===== src/rtl/stopwatch_pkg.sv =====
// Shared definitions for the stopwatch: FSM state encoding, digit geometry
// and the cascaded BCD increment used by the live counter.
package stopwatch_pkg;

    localparam int NUM_DIGITS = 4;
    localparam int BCD_W      = 4;
    localparam int COUNT_W    = NUM_DIGITS * BCD_W;

    typedef enum logic [1:0] {
        ST_IDLE  = 2'd0,
        ST_RUN   = 2'd1,
        ST_PAUSE = 2'd2,
        ST_LAP   = 2'd3
    } sw_state_e;

    // Adds one to a packed BCD value. The top bit of the result is the carry
    // out of the most significant digit, i.e. the 99.99 -> 00.00 wrap.
    function automatic logic [COUNT_W:0] bcd_increment(input logic [COUNT_W-1:0] value);
        logic [COUNT_W-1:0] result;
        logic               carry;
        result = value;
        carry  = 1'b1;
        for (int i = 0; i < NUM_DIGITS; i++) begin
            if (carry) begin
                if (value[i*BCD_W +: BCD_W] == BCD_W'(9)) begin
                    result[i*BCD_W +: BCD_W] = '0;
                end else begin
                    result[i*BCD_W +: BCD_W] = value[i*BCD_W +: BCD_W] + BCD_W'(1);
                    carry = 1'b0;
                end
            end
        end
        return {carry, result};
    endfunction

endpackage


===== src/rtl/stopwatch_button_conditioner.sv =====
// Conditions one raw push button: two-flop synchronizer, a debounce counter
// that accepts a new level only after it has been stable for DEBOUNCE_CYCLES
// consecutive cycles, and a one-cycle press pulse on an accepted 0->1 change.
module button_conditioner #(
    parameter int DEBOUNCE_CYCLES = 1_000_000
) (
    input  logic clk,
    input  logic rst,
    input  logic btn_i,
    output logic press_o
);

    localparam int CNT_W = (DEBOUNCE_CYCLES > 1) ? $clog2(DEBOUNCE_CYCLES) : 1;
    localparam logic [CNT_W-1:0] CNT_LAST = CNT_W'(DEBOUNCE_CYCLES - 1);

    logic [1:0]       sync_q;
    logic [CNT_W-1:0] cnt_q, cnt_d;
    logic             level_q, level_d;
    logic             press_q, press_d;

    // Count consecutive cycles where the synchronized input disagrees with the
    // accepted level; any agreement restarts the count.
    always_comb begin
        cnt_d   = '0;
        level_d = level_q;
        press_d = 1'b0;
        if (sync_q[1] != level_q) begin
            if (cnt_q == CNT_LAST) begin
                level_d = ~level_q;
                press_d = ~level_q;
            end else begin
                cnt_d = cnt_q + CNT_W'(1);
            end
        end
    end

    // Synchronizer and debounce state; everything clears on reset so a button
    // held through reset is seen as a fresh press after a full interval.
    always_ff @(posedge clk or posedge rst) begin
        if (rst) begin
            sync_q  <= '0;
            cnt_q   <= '0;
            level_q <= 1'b0;
            press_q <= 1'b0;
        end else begin
            sync_q  <= {sync_q[0], btn_i};
            cnt_q   <= cnt_d;
            level_q <= level_d;
            press_q <= press_d;
        end
    end

    assign press_o = press_q;

endmodule


===== src/rtl/stopwatch_controller.sv =====
// Stopwatch top: three conditioned buttons drive a four-state FSM, a tick
// divider used as an enable, a four-digit BCD live counter and a registered
// display value that freezes while a lap is shown.
// Handshake note: button events are single-cycle pulses with no back-pressure;
// an event not legal in the current state is simply dropped.
module stopwatch_controller
    import stopwatch_pkg::*;
#(
    parameter int BOARD_CLOCK_FREQUENCY_IN_HZ = 100_000_000,
    parameter int TICK_RATE_IN_HZ             = 100,
    parameter int DEBOUNCE_CYCLES             = 1_000_000
) (
    input  logic        clk,
    input  logic        rst,
    input  logic        btn_start,
    input  logic        btn_lap,
    input  logic        btn_clear,
    output logic [15:0] number,
    output logic [3:0]  an,
    output logic        running,
    output logic        overflow,
    output logic [1:0]  state
);

    localparam int DIV   = BOARD_CLOCK_FREQUENCY_IN_HZ / TICK_RATE_IN_HZ;
    localparam int DIV_W = (DIV > 1) ? $clog2(DIV) : 1;
    localparam logic [DIV_W-1:0] DIV_LAST = DIV_W'(DIV - 1);

    logic ev_start, ev_lap, ev_clear;

    sw_state_e          state_q;
    logic               running_q;
    logic [DIV_W-1:0]   div_q, div_d;
    logic [COUNT_W-1:0] count_q, count_d;
    logic [COUNT_W-1:0] number_q, number_d;
    logic               overflow_q, overflow_d;
    logic [COUNT_W:0]   count_inc;
    logic               is_running, tick, clear_accept, lap_hold;

    button_conditioner #(.DEBOUNCE_CYCLES(DEBOUNCE_CYCLES)) u_start_cond (
        .clk(clk), .rst(rst), .btn_i(btn_start), .press_o(ev_start)
    );
    button_conditioner #(.DEBOUNCE_CYCLES(DEBOUNCE_CYCLES)) u_lap_cond (
        .clk(clk), .rst(rst), .btn_i(btn_lap), .press_o(ev_lap)
    );
    button_conditioner #(.DEBOUNCE_CYCLES(DEBOUNCE_CYCLES)) u_clear_cond (
        .clk(clk), .rst(rst), .btn_i(btn_clear), .press_o(ev_clear)
    );

    // Divider, live count and display next-state. The display holds only while
    // the FSM stays in LAP; entering LAP captures, leaving LAP tracks again.
    always_comb begin
        is_running   = (state_q == ST_RUN) || (state_q == ST_LAP);
        tick         = is_running && (div_q == DIV_LAST);
        clear_accept = (state_q == ST_PAUSE) && ev_clear;
        lap_hold     = (state_q == ST_LAP) && !ev_start && !ev_lap;
        count_inc    = bcd_increment(count_q);
        div_d        = div_q;
        count_d      = count_q;
        overflow_d   = 1'b0;
        if ((state_q == ST_IDLE) || clear_accept) begin
            div_d   = '0;
            count_d = '0;
        end else if (is_running) begin
            div_d = tick ? '0 : div_q + DIV_W'(1);
            if (tick) begin
                count_d    = count_inc[COUNT_W-1:0];
                overflow_d = count_inc[COUNT_W];
            end
        end
        number_d = lap_hold ? number_q : count_q;
    end

    // Datapath registers: divider phase, live BCD count, display, wrap pulse.
    always_ff @(posedge clk or posedge rst) begin
        if (rst) begin
            div_q      <= '0;
            count_q    <= '0;
            number_q   <= '0;
            overflow_q <= 1'b0;
        end else begin
            div_q      <= div_d;
            count_q    <= count_d;
            number_q   <= number_d;
            overflow_q <= overflow_d;
        end
    end

    // Control FSM; each branch tests events in clear > start > lap order and
    // only the events legal in that state, so the first match is the winner.
    always_ff @(posedge clk or posedge rst) begin
        if (rst) begin
            state_q   <= ST_IDLE;
            running_q <= 1'b0;
        end else begin
            case (state_q)
                ST_IDLE: begin
                    if (ev_start) begin
                        state_q   <= ST_RUN;
                        running_q <= 1'b1;
                    end
                end
                ST_RUN: begin
                    if (ev_start) begin
                        state_q   <= ST_PAUSE;
                        running_q <= 1'b0;
                    end else if (ev_lap) begin
                        state_q   <= ST_LAP;
                        running_q <= 1'b1;
                    end
                end
                ST_PAUSE: begin
                    if (ev_clear) begin
                        state_q   <= ST_IDLE;
                        running_q <= 1'b0;
                    end else if (ev_start) begin
                        state_q   <= ST_RUN;
                        running_q <= 1'b1;
                    end
                end
                ST_LAP: begin
                    if (ev_start) begin
                        state_q   <= ST_PAUSE;
                        running_q <= 1'b0;
                    end else if (ev_lap) begin
                        state_q   <= ST_RUN;
                        running_q <= 1'b1;
                    end
                end
                default: begin
                    state_q   <= ST_IDLE;
                    running_q <= 1'b0;
                end
            endcase
        end
    end

    assign number   = number_q;
    assign an       = {(number_q[COUNT_W-1 -: BCD_W] != BCD_W'(0)), 3'b111};
    assign running  = running_q;
    assign overflow = overflow_q;
    assign state    = state_q;

endmodule


===== config.mk =====
export PLATFORM = sky130hd
export DESIGN_NAME = stopwatch_controller
export DESIGN_NICKNAME = d
export VERILOG_FILES = /design/src/rtl/stopwatch_pkg.sv /design/src/rtl/stopwatch_button_conditioner.sv /design/src/rtl/stopwatch_controller.sv
export SDC_FILE = /design/constraint.sdc
export NUM_CORES = 1
export LEC_CHECK = 0
export CORE_ASPECT_RATIO = 1.75
export CORE_UTILIZATION = 57
export DETAILED_ROUTE_END_ITERATION = 6
export DONT_BUFFER_PORTS = 1
export GPL_TIMING_DRIVEN = 1
export PLACE_DENSITY = 0.75
export SETUP_SLACK_MARGIN = 0.2
export SLEW_MARGIN = 20
export SYNTH_ARGS = -nofsm -noshare
export SYNTH_HDL_FRONTEND = slang
export SYNTH_SLANG_ARGS = --single-unit
export TNS_END_PERCENT = 30

===== constraint.sdc =====
create_clock -name clk -period 3.84 [get_ports clk]
set_clock_uncertainty 0.15 [all_clocks]
set_input_delay 0 -clock clk [delete_from_list [all_inputs] [get_ports clk]]
set_output_delay 0 -clock clk [all_outputs]
set_load 0.1 [all_outputs]

-- After elaboration in Yosys (flattened, before gate mapping)
Index checks and enable logic that the tools add are counted.
Widths: inputs -> output; s select.
- input port bits: 5
- logic and storage cells: 120
- register bits: 128
- output and inout bits: 24
- reduce and logical (&&, ||, !) cells: 24
- equality and inequality tests: 17
- bitwise operators: 3
- $add $sub $neg: 8
- multiplexer cells: 47
- operators with widths (kind ; count):
    $mux 20 ; 9
    $add 20x1->20 const B ; 4
    $eq 20x20->1 const B ; 4
    $mux 16 ; 3
    $mux 4 ; 7
    $mux 1 ; 20
    $add 4x1->4 const B ; 4
    $eq 4x4->1 const B ; 4
    $mux 2 ; 6
    $reduce_and 2->1 ; 5
    $reduce_bool 2->1 ; 5
    $ne 3x1->1 const B ; 3
    $reduce_and 3->1 ; 3
    $pmux 2 s4 ; 1
    $eq 2x2->1 const B ; 2
    $logic_and 1x1->1 ; 4
    $reduce_bool 4->1 ; 1
    $ne 1x1->1 ; 3
    $not 1->1 ; 3
    $pmux 1 s3 ; 1
    $eq 2x1->1 const B ; 1
    $logic_not 1->1 ; 2
    $logic_not 2->1 ; 1
    $logic_or 1x1->1 ; 2
    $reduce_or 2->1 ; 1

-- Depth between registers and ports, before layout
- depth in word-level cells: 8
- depth in mapped cells: 8
- gate-level depth less buffers: 7

-- Cells and area by module
Synthesis repeated with hierarchy kept, for this count alone.
- cells, all modules: 616
- area, all modules: 6457.4 um^2
- modules (own cells, without submodules) (module ; sequential area each (um^2) ; instances ; cells each ; area each (um^2)):
    button_conditioner ; 600.6 ; 3 ; 108 ; 1188.6
    stopwatch_controller ; 1401.3 ; 1 ; 292 ; 2891.5

-- Worst setup path after synthesis
Ideal clock, no wire load.
- kind: reg2reg
- start point: reg state_q[0], in the netlist state[0]
- end point: reg number_q[12], in the netlist number[12]
- slack: 1.293 ns
- path buffers: 1
- data required time: 3.564 ns
- stages on the path, launching flop included: 5
- setup time: 0.126 ns
- data arrival time: 2.271 ns
- clock period less this slack: 2.547 ns
- cell sequence: dfrtp_1 -> inv_1 -> nor4_1 -> clkbuf_1 -> mux2_2
- cells in the longest elaborated chain, start to end: 3
- ends and longest elaborated chain (item ; RTL line ; RTL):
    start, declared ; stopwatch_controller.sv:31 ; sw_state_e state_q;
    start signal, assigned ; stopwatch_controller.sv:93 ; state_q <= ST_IDLE;
    start signal, assigned ; stopwatch_controller.sv:99 ; state_q <= ST_RUN;
    start signal, assigned ; stopwatch_controller.sv:105 ; state_q <= ST_PAUSE;
    $eq 2x2->1 ; stopwatch_controller.sv:56 ; lap_hold = (state_q == ST_LAP) && !ev_start && !ev_lap;
    $logic_and 1x1->1 (2 in series) ; stopwatch_controller.sv:56 ;
    end signal, assigned ; stopwatch_controller.sv:84 ; number_q <= number_d;
    end, declared ; stopwatch_controller.sv:35 ; logic [COUNT_W-1:0] number_q, number_d;
Every way passes these cells.
A chain may end at the register's enable or synchronous reset.

-- Worst setup path after layout
- start point: reg div_q[10]
- end point: reg count_q[4]
- cells in the longest elaborated chain, start to end: 4
- ends and longest elaborated chain (item ; RTL line ; RTL):
    start, declared ; stopwatch_controller.sv:33 ; logic [DIV_W-1:0] div_q, div_d;
    start signal, assigned ; stopwatch_controller.sv:82 ; div_q <= div_d;
    $eq 20x20->1 ; stopwatch_controller.sv:54 ; tick = is_running && (div_q == DIV_LAST);
    $logic_and 1x1->1 ; stopwatch_controller.sv:54 ;
    $reduce_bool 2->1 (no source line) ; -- ;
    $reduce_and 3->1 (no source line) ; -- ;
    end signal, assigned ; stopwatch_controller.sv:83 ; count_q <= count_d;
    end, declared ; stopwatch_controller.sv:34 ; logic [COUNT_W-1:0] count_q, count_d;
Every way passes these cells.

==> run summary <==
Post-synth EDFFs = 0
Slew Viols, Final = 0
Yosys reg bits = 128
CTS buffer count = 17
Mean Syn Cell Area = 10.2 um2
P per Cell Area = 436 nW/um2
Tightest Pin Transition = 0.941 ns
CTS resizes = 0
main area contributors after synthesis = dfrtp_1, xor2_1, nor2_1
die area = 11,000 um2
Main synth FF type = dfrtp_1
CP Class = reg -> reg
Via Count = 4,301
share of the synthesized area in the top cell type = 0.530
Post-DP HPWL = 7570 um
WHS = 0.00790 ns
final wirelength = 11,800 um
CP Launch Type = flip-flop
DIE HEIGHT = 138 um
initial antenna violation count = 0
Reg clk slew, reported paths = 0.06 ns
Die Width = 79.9 um
fin crit period = 2.76 ns
CTS H-tree lvls = 4
HP Class = in -> reg
initial DRC count = 178
final hold violation count = 0
post-synthesis async set-or-reset flop share = 1.00
clock buffer depth = 2
Peak Freq = 0.362 GHz
Final nets = 625
crit share post-route = 0.720
CTS Root Cell = clkbuf_16
worst vdd ir = 0.348 mV
TritonCTS clock tree = built
layout cells sized above 1 = 0.0998
most frequent cells in the layout = dfrtp_1, nor2_1, nand2_1
most common cell after layout, fill and taps aside = dfrtp_1
synth unique cells = 47
GRT Total Usage = 0.235
Syn Inst Count = 591
Port Buffers = 0
final setup vio count = 0
DRT Pass-1 Iters = 4
Initial Util = 0.587
relative max-transition margin = 0.373
CP arrival = 2.94 ns
Req. time, crit path = 4.02 ns
Worst Setup End Kind = flip-flop
register area share after synthesis = 0.530
IO Pins = 29
status = complete, no violations
CP max FO = 20
largest net degree at the start of global routing = 75
post-synth top area cell = dfrtp_1
Num Clock Sinks = 128
core area = 10,300 um2
Worst R2R Setup Slack = 1.08 ns
DR WL/cell = 15.7 um
total grt overflow = 0
setup TNS = 0 ns
antenna violation net count after detailed routing = 0
vias in the first global route = 4,439
row count = 49
synth-to-layout area growth = 12.8%
n_diodes = 0
Placer Congestion = 0.814
first-pass GRT wire length = 20,200 um
Residual DRC = 0
Max Cap Viol = 0
synthesized cell area = 6050 um2
Via density = 5.75
Synthesis Warnings = 0
Lkg Pwr = 2.98 nW
unrepaired setup endpoints after global routing = no
clock latency on the worst-skew pair = 0.41 ns
critical path: stages (launching register included):
cell and delay, ns:
dfrtp_1 0.43, or4_4 0.57, nor4b_4 0.36, nand2_1 0.43, or4_1 0.54, a21oi_1 0.19
flip-flops by register name (all words and copies together), names as in the netlist, 2 cells and up:
name	flops
div_q	20
u_lap_cond.sync_q	2
count_q	16
u_clear_cond.sync_q	2
u_lap_cond.cnt_q	20
number	16
state	2
u_clear_cond.cnt_q	20
u_start_cond.sync_q	2
u_start_cond.cnt_q	20
timing repair:
action                                 4_1_cts  5_1_grt
buffers inserted                             0        0
endpoints found under the hold margin       75        0
hold buffers                                 6        0
final timing paths:
path	startpoint	to	cells after the start
worst max-delay path	div_q[10]	count_q[4]	5
worst min-delay path	btn_lap	u_lap_cond.sync_q[0]	1
worst max register to register	div_q[10]	count_q[4]	5
worst min register to register	u_start_cond.sync_q[0]	u_start_cond.sync_q[1]	0
max in group asynchronous	rst	u_clear_cond.cnt_q[14]	3
min in group asynchronous	rst	u_lap_cond.cnt_q[4]	2
where the power goes:
part / internal, mW / switching, mW / total (mW)
combinational: 0.0151 / 0.0557 / 0.0708
clock: 0.965 / 0.569 / 1.53
sequential: 1.36 / 0.0103 / 1.37
layout make-up:
cell class	instances	area, um2
clock buffer	21	450
clock inverter	11	114
fill	798	3480
inverter	18	70.1
multi-input combinational	430	2710
sequential	128	3200
tap	127	159
timing repair buffer	13	113
logic make-up (layout without fill, tap and decap cells):
| group | count (synthesis) | after routing | synth area share |
|---|---|---|---|
| AND/OR/NAND/NOR | 286 | 286 | 0.243 |
| flip-flops | 128 | 128 | 0.530 |
| XOR/XNOR | 71 | 71 | 0.103 |
| AO/OA/AOI/OAI | 39 | 39 | 0.0399 |
| buffers and inverters | 35 | 63 | 0.0242 |
| multiplexers | 19 | 19 | 0.0346 |
| adder cells (fa/ha/maj) | 12 | 12 | 0.0248 |
| other | 1 | 3 | 0.000620 |
synth_stat cells, types with 6 or more instances:
cell / instances
ha_1: 12
dfrtp_1: 128
inv_1: 18
and3_1: 10
nor4_1: 7
a21oi_1: 11
xnor2_1: 21
nand3_1: 36
nand2_1: 51
or3_1: 6
mux2_2: 15
o21ai_0: 14
xor2_1: 50
nor3_1: 9
or4_1: 6
and4_1: 8
nand4_1: 22
nor2_1: 102
clkbuf_1: 11
through the flow:
step / utilization / area, um2 / cells / power [mW] / setup slack (ns)
floorplan: - / 6050 / 593 / 1.45 / 0.277
global placement: 0.602 / 6200 / 710 / 1.46 / 1.18
detailed placement: 0.602 / 6200 / 710 / 1.46 / 1.13
CTS: 0.662 / 6820 / 748 / 3.01 / 1.08
global route: 0.662 / 6820 / 748 / 3.08 / 0.885
finish: 0.662 / 6820 / 748 / 2.98 / 1.08
metal layers:
layer / up-vias / wire length, um / GRT usage
met4: 0 / 242 / 0.105
met1: 2109 / 4720 / 0.259
met5: - / 0 / 0
met2: 99 / 6430 / 0.417
li1: 2068 / - / -
met3: 25 / 380 / 0.0568
Power figures use the tool's default switching activity.
